--- src/rtl/instr_sequencer.sv ---
// instr_sequencer: hardwired fetch/decode/execute control unit for the DataPath.
// One micro-step per clock; memory steps stall on mem_ready with a bounded wait.
module instr_sequencer #(
    parameter int DATA_W      = 32,
    parameter int MEM_TIMEOUT = 15
) (
    input  logic              clock,
    input  logic              clear,
    input  logic [DATA_W-1:0] ir,
    input  logic              mem_ready,
    output logic              PCout,
    output logic              Zlowout,
    output logic              MDRout,
    output logic              MARin,
    output logic              Zlowin,
    output logic              PCin,
    output logic              MDRin,
    output logic              IRin,
    output logic              Yin,
    output logic              IncPC,
    output logic              Read,
    output logic              Write,
    output logic              MD_read,
    output logic              Gra,
    output logic              Grb,
    output logic              Grc,
    output logic              Rin,
    output logic              Rout,
    output logic              BAout,
    output logic              Csignout,
    output logic              ADD,
    output logic              SUB,
    output logic              AND,
    output logic              OR,
    output logic              run,
    output logic              illegal_op,
    output logic              mem_err,
    output logic [4:0]        state_o
);

    localparam logic [4:0] ST_T0   = 5'd0;
    localparam logic [4:0] ST_T1   = 5'd1;
    localparam logic [4:0] ST_T2   = 5'd2;
    localparam logic [4:0] ST_T3   = 5'd3;
    localparam logic [4:0] ST_T4   = 5'd4;
    localparam logic [4:0] ST_T5   = 5'd5;
    localparam logic [4:0] ST_T6   = 5'd6;
    localparam logic [4:0] ST_T7   = 5'd7;
    localparam logic [4:0] ST_HALT = 5'd31;

    localparam logic [4:0] OP_LD   = 5'b00000;
    localparam logic [4:0] OP_LDI  = 5'b00001;
    localparam logic [4:0] OP_ST   = 5'b00010;
    localparam logic [4:0] OP_ADD  = 5'b00011;
    localparam logic [4:0] OP_SUB  = 5'b00100;
    localparam logic [4:0] OP_AND  = 5'b00101;
    localparam logic [4:0] OP_OR   = 5'b00110;
    localparam logic [4:0] OP_ADDI = 5'b01100;
    localparam logic [4:0] OP_ANDI = 5'b01101;
    localparam logic [4:0] OP_ORI  = 5'b01110;
    localparam logic [4:0] OP_NOP  = 5'b11010;
    localparam logic [4:0] OP_HALT = 5'b11011;

    localparam int              CNT_W    = $clog2(MEM_TIMEOUT + 1);
    // Last stall cycle before the counter would reach MEM_TIMEOUT.
    localparam logic [CNT_W-1:0] CNT_LAST = CNT_W'(MEM_TIMEOUT - 1);

    logic [4:0]       state_r;
    logic [4:0]       next_state_s;
    logic [CNT_W-1:0] wait_cnt_r;
    logic [CNT_W-1:0] wait_cnt_next_s;
    logic             mem_err_r;
    logic             err_set_s;

    logic [4:0] opcode_s;
    logic       is_reg_alu_s, is_imm_alu_s, is_ldi_s, is_ld_s, is_st_s;
    logic       is_nop_s, is_halt_s, is_legal_s, in_mem_step_s;
    logic       op_add_s, op_sub_s, op_and_s, op_or_s;
    logic       ir_unused_s;

    assign opcode_s    = ir[DATA_W-1 -: 5];
    assign ir_unused_s = ^ir[DATA_W-6:0];

    // Opcode classification; ir stays stable from T3 to the end of the instruction.
    always_comb begin
        is_reg_alu_s = (opcode_s == OP_ADD) || (opcode_s == OP_SUB) ||
                       (opcode_s == OP_AND) || (opcode_s == OP_OR);
        is_imm_alu_s = (opcode_s == OP_ADDI) || (opcode_s == OP_ANDI) ||
                       (opcode_s == OP_ORI);
        is_ldi_s     = (opcode_s == OP_LDI);
        is_ld_s      = (opcode_s == OP_LD);
        is_st_s      = (opcode_s == OP_ST);
        is_nop_s     = (opcode_s == OP_NOP);
        is_halt_s    = (opcode_s == OP_HALT);
        is_legal_s   = is_reg_alu_s || is_imm_alu_s || is_ldi_s || is_ld_s ||
                       is_st_s || is_nop_s || is_halt_s;
        op_add_s     = (opcode_s == OP_ADD) || (opcode_s == OP_ADDI) ||
                       is_ldi_s || is_ld_s || is_st_s;
        op_sub_s     = (opcode_s == OP_SUB);
        op_and_s     = (opcode_s == OP_AND) || (opcode_s == OP_ANDI);
        op_or_s      = (opcode_s == OP_OR)  || (opcode_s == OP_ORI);
    end

    assign in_mem_step_s = (state_r == ST_T1) ||
                           ((state_r == ST_T6) && is_ld_s) ||
                           ((state_r == ST_T7) && is_st_s);

    // Next-state and stall-counter logic; a stalled memory step overrides the step advance.
    always_comb begin
        next_state_s    = state_r;
        wait_cnt_next_s = '0;
        err_set_s       = 1'b0;
        case (state_r)
            ST_T0:   next_state_s = ST_T1;
            ST_T1:   next_state_s = ST_T2;
            ST_T2:   next_state_s = ST_T3;
            ST_T3: begin
                if (is_halt_s) begin
                    next_state_s = ST_HALT;
                end else if (is_reg_alu_s || is_imm_alu_s || is_ldi_s || is_ld_s || is_st_s) begin
                    next_state_s = ST_T4;
                end else begin
                    next_state_s = ST_T0;
                end
            end
            ST_T4:   next_state_s = ST_T5;
            ST_T5:   next_state_s = (is_ld_s || is_st_s) ? ST_T6 : ST_T0;
            ST_T6:   next_state_s = ST_T7;
            ST_T7:   next_state_s = ST_T0;
            ST_HALT: next_state_s = ST_HALT;
            default: next_state_s = ST_T0;
        endcase
        if (in_mem_step_s && !mem_ready) begin
            if (wait_cnt_r == CNT_LAST) begin
                next_state_s = ST_HALT;
                err_set_s    = 1'b1;
            end else begin
                next_state_s    = state_r;
                wait_cnt_next_s = wait_cnt_r + CNT_W'(1);
            end
        end else begin
            wait_cnt_next_s = '0;
        end
    end

    // State, stall counter and sticky error registers with synchronous clear.
    always_ff @(posedge clock) begin
        if (clear) begin
            state_r    <= ST_T0;
            wait_cnt_r <= '0;
            mem_err_r  <= 1'b0;
        end else begin
            state_r    <= next_state_s;
            wait_cnt_r <= wait_cnt_next_s;
            mem_err_r  <= mem_err_r | err_set_s;
        end
    end

    // Moore decode of the registered step into DataPath strobes.
    always_comb begin
        {PCout, Zlowout, MDRout, MARin, Zlowin, PCin, MDRin, IRin, Yin, IncPC} = 10'b0;
        {Read, Write, MD_read} = 3'b0;
        {Gra, Grb, Grc, Rin, Rout, BAout, Csignout} = 7'b0;
        {ADD, SUB, AND, OR} = 4'b0;
        case (state_r)
            ST_T0: {PCout, MARin, IncPC, Zlowin} = 4'b1111;
            ST_T1: {Zlowout, PCin, Read, MD_read, MDRin} = 5'b11111;
            ST_T2: {MDRout, IRin} = 2'b11;
            ST_T3: begin
                if (is_reg_alu_s || is_imm_alu_s) begin
                    {Grb, Rout, Yin} = 3'b111;
                end else if (is_ldi_s || is_ld_s || is_st_s) begin
                    {Grb, BAout, Yin} = 3'b111;
                end else begin
                    Grb = 1'b0;
                end
            end
            ST_T4: begin
                if (is_reg_alu_s) begin
                    {Grc, Rout} = 2'b11;
                end else begin
                    Csignout = 1'b1;
                end
                Zlowin = 1'b1;
                {ADD, SUB, AND, OR} = {op_add_s, op_sub_s, op_and_s, op_or_s};
            end
            ST_T5: begin
                if (is_ld_s || is_st_s) begin
                    {Zlowout, MARin} = 2'b11;
                end else begin
                    {Zlowout, Gra, Rin} = 3'b111;
                end
            end
            ST_T6: begin
                if (is_ld_s) begin
                    {Read, MD_read, MDRin} = 3'b111;
                end else begin
                    {Gra, Rout, MDRin} = 3'b111;
                end
            end
            ST_T7: begin
                if (is_ld_s) begin
                    {MDRout, Gra, Rin} = 3'b111;
                end else begin
                    Write = 1'b1;
                end
            end
            default: Gra = 1'b0;
        endcase
    end

    assign run        = (state_r != ST_HALT);
    assign illegal_op = (state_r == ST_T3) && !is_legal_s;
    assign mem_err    = mem_err_r;
    assign state_o    = state_r;

endmodule

--- config.mk ---
export PLATFORM = sky130hd
export DESIGN_NAME = instr_sequencer
export DESIGN_NICKNAME = d
export VERILOG_FILES = /design/src/rtl/instr_sequencer.sv
export SDC_FILE = /design/constraint.sdc
export NUM_CORES = 1
export LEC_CHECK = 0
export ABC_AREA = 1
export ABC_CLOCK_PERIOD_IN_PS = 1400
export CORE_AREA = 5 5 49 51
export CTS_BUF_LIST = sky130_fd_sc_hd__clkbuf_2
export DETAILED_ROUTE_END_ITERATION = 6
export DIE_AREA = 0 0 54 56
export DONT_BUFFER_PORTS = 1
export GPL_TIMING_DRIVEN = 1
export PLACE_DENSITY = 0.74
export SLEW_MARGIN = 20
export SYNTH_ARGS = -nofsm -noshare
export SYNTH_HDL_FRONTEND = slang
export SYNTH_SLANG_ARGS = --single-unit
--- constraint.sdc ---
create_clock -name clock -period 1.4 [get_ports clock]
set_input_delay 0.14 -clock clock [delete_from_list [all_inputs] [get_ports clock]]
set_output_delay 0.14 -clock clock [all_outputs]
set_load 0.05 [all_outputs]
==> summary.txt, run 1 <==
Ys flop type: dfxtp_1
Die height: 56 µm
Clk sink count: 9
Longest Clk Path Bufs: 2
CTS buffer count: 3
H-tree depth: 1
# port buffers: 0
Synth top area cells: dfxtp_1, nand2_1, nor2_1, inv_1, nand3_1
Failed at: 5_1_grt
Post-synth top area share: 0.197
Root Driver: clkbuf_2
Row Count: 16
Synth Register Bits: 9
Placer Congestion: 0.789
Mapped Area: 916 µm²
Worst endpoint type: top-level output
Worst EP post-GRT repair: Rout
Post-Synthesis Cells: 146
Die X: 54 µm
Initial Util: 0.482
EDFF count, synth: 0
Mapped Nets: 183
Async SR Flop Fraction: 0
Number of distinct library cells after synthesis: 27
Synth area leader: dfxtp_1
Largest net degree at the start of global routing: 10
Mean Syn Cell Area: 6.27 µm²
Status: stopped before the end
I/O pin count: 67
Placed cell area: 1540 µm²
Seq/Total Area, Yosys: 0.197
Detailed placer's ending HPWL: 2310 µm
Tool error: [ERROR DPL-0038] Utilization greater than 100%, impossible to legalize
Yosys warnings: 0
-- cell usage after synthesis (2+ instances only) --
cell type and count:
o21ai_0 3, inv_2 2, nand2_1 31, a21oi_1 4, nor2_2 5, nor2_1 24, inv_1 21, ha_1 2
dfxtp_1 9, nor2_4 4, nand2_4 4, nand2_2 2, nand3_1 13, buf_4 5, nand4_1 3, nand3_4 2
buf_6 2
-- cell families after synthesis --
family          share of synthesized area
fa+ha+maj                          0.0273
compound gates                     0.0642
flops                               0.197
simple gates                        0.522
buf+inv                             0.171
xor+xnor                           0.0191
-- through the flow --
| step | instances | utilization | setup TNS, ps | worst slack, ps | hold WS, ps |
|---|---|---|---|---|---|
| after floorplan | 146 | - | -1260 | -204 | 209 |
| after global placement | 198 | 0.808 | 0 | 48.6 | 212 |
| after detailed placement | 198 | 0.808 | -74.9 | -19.9 | 213 |
| after CTS | 215 | 0.943 | -1660 | -162 | 114 |
-- what timing repair did --
item | CTS
endpoints found under the setup margin | 29
gates resized for setup | 39
endpoints found under the hold margin | 1
hold buffers | 1
pin swaps | 15
buffers inserted | 13
==> inputs of run 2 (changes only) <==
--- a/config.mk
+++ b/config.mk
@@ -7,13 +7,12 @@
 export LEC_CHECK = 0
 export ABC_AREA = 1
 export ABC_CLOCK_PERIOD_IN_PS = 1400
-export CORE_AREA = 5 5 49 51
-export CTS_BUF_LIST = sky130_fd_sc_hd__clkbuf_2
+export CORE_AREA = 5 5 66 68
 export DETAILED_ROUTE_END_ITERATION = 6
-export DIE_AREA = 0 0 54 56
+export DIE_AREA = 0 0 71 73
 export DONT_BUFFER_PORTS = 1
 export GPL_TIMING_DRIVEN = 1
-export PLACE_DENSITY = 0.74
+export PLACE_DENSITY_LB_ADDON = 0.15
 export SLEW_MARGIN = 20
 export SYNTH_ARGS = -nofsm -noshare
 export SYNTH_HDL_FRONTEND = slang
==> run 2 against run 1 <==
Net effect: the flow now finishes, with violations (setup timing); synthesized cell count unchanged; area after synthesis stayed put.
==> summary.txt, run 2 <==
Final period demand of the worst path: 1530 ps
Longest Clk Path Bufs: 2 (unchanged)
# port buffers: 0 (unchanged)
Worst setup path startpoint: state_o[1]$_SDFFE_PP0P_
Initial Util: 0.241 (-0.240)
Routed Antenna Nets: 0
Total power: 1.59 mW
PwrDens: 797 nW/µm²
Worst Path Max Fanout: 4
Reg2reg end: wait_cnt_r[2]$_SDFF_PP0_
Row Count: 23 (+7)
Commonest cells in the netlist: nand2_1, nor2_1, inv_1, nand3_1, dfxtp_1
Tcrit/Tclk final: 1.10
Wirelength per Cell: 12.3 µm
Fmax: 0.652 GHz
Ys flop type: dfxtp_1
Util after Layout: 0.525
Total GRT Usage: 0.120
Gr ovfl total: 0
Fin. Hold Viols: 0
Worst r2r src: state_o[1]$_SDFFE_PP0P_
Core Box Area: 3800 µm²
Worst-Margin Slew: 278 ps
Post-synth top area share: 0.197 (unchanged)
Worst Setup Path Type: register to primary output
Die X: 71 µm (+31%)
Vias in the first global route: 1126
Commonest non-fill, non-tap cell in the layout: buf_4
Placed cell area: 1590 µm² (+3.3%)
Synth top area cells: dfxtp_1, nand2_1, nor2_1, inv_1, nand3_1
Leak Pwr: 0.840 nW
I/O pin count: 67 (unchanged)
Clk slew on worst S/H paths: 50 ps
CTS tree: yes
Antenna diodes: 0
Mapped Area: 916 µm² (unchanged)
GRT busiest layer: met2
Initial antenna violation count: 0
Nets: 232
Hold path endpoint: state_o[3]$_SDFFE_PP0P_
Largest net degree at the start of global routing: 10
Placer Congestion: 0.828 (+5.0%)
Failing checks: setup timing
Met2 Use GR: 0.231
Synth area leader: dfxtp_1
Post-Synthesis Cells: 146 (unchanged)
CP startpoint kind: register
Detailed placer's ending HPWL: 2430 µm (+5.5%)
Yosys warnings: 0 (unchanged)
Clock latency on the worst-skew pair: 230 ps
Die height: 73 µm (+30%)
RSZ-0062 raised after global routing: true
DR DRC count: 0
Mean Syn Cell Area: 6.27 µm² (unchanged)
Mapped Nets: 183 (unchanged)
Worst VDD drop: 0.741 mV
Worst Hold Depth: 3
P&R area growth vs syn: 118%
CTS buffer count: 3 (unchanged)
DIE AREA: 5180 µm²
Setup_tns: -1680 ps
Status: finished with violations
Clk sink count: 9 (unchanged)
Final Instance Area: 1990 µm²
Via Count: 1115
Critical path arrival: 1390 ps
Hold Path Origin: clear
Crit. End Element: primary output
Worst slew margin: 0.814
Critical Path RT: 1260 ps
Synth Register Bits: 9 (unchanged)
Number of distinct library cells after synthesis: 27 (unchanged)
Max Cap Viol: 0
Via-to-Cell Ratio: 4.57
DRT Wirelength: 3000 µm
Top-count cell post-synth: nand2_1
1st-iter DRT viols: 24
Seq/Total Area, Yosys: 0.197 (unchanged)
Post-place setup slack: 35.6 ps (+55.5 ps)
Hold WC Path Type: primary input to register
Layout cells sized above 1: 0.649
Root Driver: clkbuf_8
Final setup margin: -134 ps
Final setup violation count: 26
Worst Skew: 1.74 ps
Reg2reg path depth: 12
H-tree depth: 1 (unchanged)
Commonest cells after routing, fill and taps aside: buf_4, nand2_1, buf_12
Final Max Slew Viols: 0
Met3 GRT Util: 0.0234
First-pass GRT wire length: 5090 µm
Met1 GRT Util: 0.132
EDFF count, synth: 0 (unchanged)
Async SR Flop Fraction: 0 (unchanged)
DRT Pass-1 Iters: 4
R2R Setup Slk: -100 ps
==> run 2: worst max-delay path by stage <==
stage / endpoint / slack (ps) / cells after the start
2_1_floorplan: SUB / -200 / 6
3_3_place_gp: state_o[2]$_SDFFE_PP0P_ / 50 / 10
3_5_place_dp: state_o[2]$_SDFFE_PP0P_ / 40 / 9
4_1_cts: AND / -120 / 6
5_1_grt: Read / -180 / 8
6_report: Read / -130 / 8
==> run 2: kinds of logic (layout without fill, tap and decap cells) <==
family,after synthesis,count (layout),synth area share
buffers and inverters,32,80,0.171
adder cells (fa/ha/maj),2,2,0.0273
XOR/XNOR,2,2,0.0191
AND/OR/NAND/NOR,91,91,0.522
flip-flops,9,9,0.197
AO/OA/AOI/OAI,10,10,0.0642
==> run 2: what timing repair did <==
action | CTS | global route
hold buffers | 1 | 0
setup buffers | 11 | 4
resized for setup | 30 | 26
endpoints found under the setup margin | 22 | 33
hold endpoints to repair | 1 | 0
pin swaps | 12 | 8
==> run 2: area by class of cell <==
class                   count  area [µm²]
fillers                   351        1800
multi-input cells         105         920
repair buffers             52         662
flip-flops and latches      9         195
inverters                  24         110
well taps                  50        62.6
clock buffers               4        45.0
==> run 2: through the flow <==
step	instances	hold WS, ps
3_5_place_dp	224	217
3_3_place_gp	224	213
4_1_cts	240	117
2_1_floorplan	146	209
5_1_grt	244	172
6_report	244	149
==> run 2: critical path: stages, from the launching register on <==
cell        delay (ps)
dfxtp_4            380
inv_2               50
buf_6              120
nor2_4             140
nand2_4             90
nand2_8             90
nand2_8             50
clkinvlp_4          70
buf_12             160
==> run 2: where the power goes <==
part	leakage [nW]	switching [mW]	internal (mW)
Clock	0.0228	0.107	0.199
Sequential	0.0758	0.0297	0.271
Combinational	0.741	0.594	0.388
Total	0.840	0.731	0.858
==> run 2: metal layers <==
| metal | vias to the layer above | wire, µm |
|---|---|---|
| li1 | 553 | - |
| met1 | 522 | 1110 |
| met2 | 35 | 1650 |
| met3 | 5 | 203 |
| met4 | 0 | 40 |
| met5 | - | 0 |
Power figures use the tool's default switching activity.
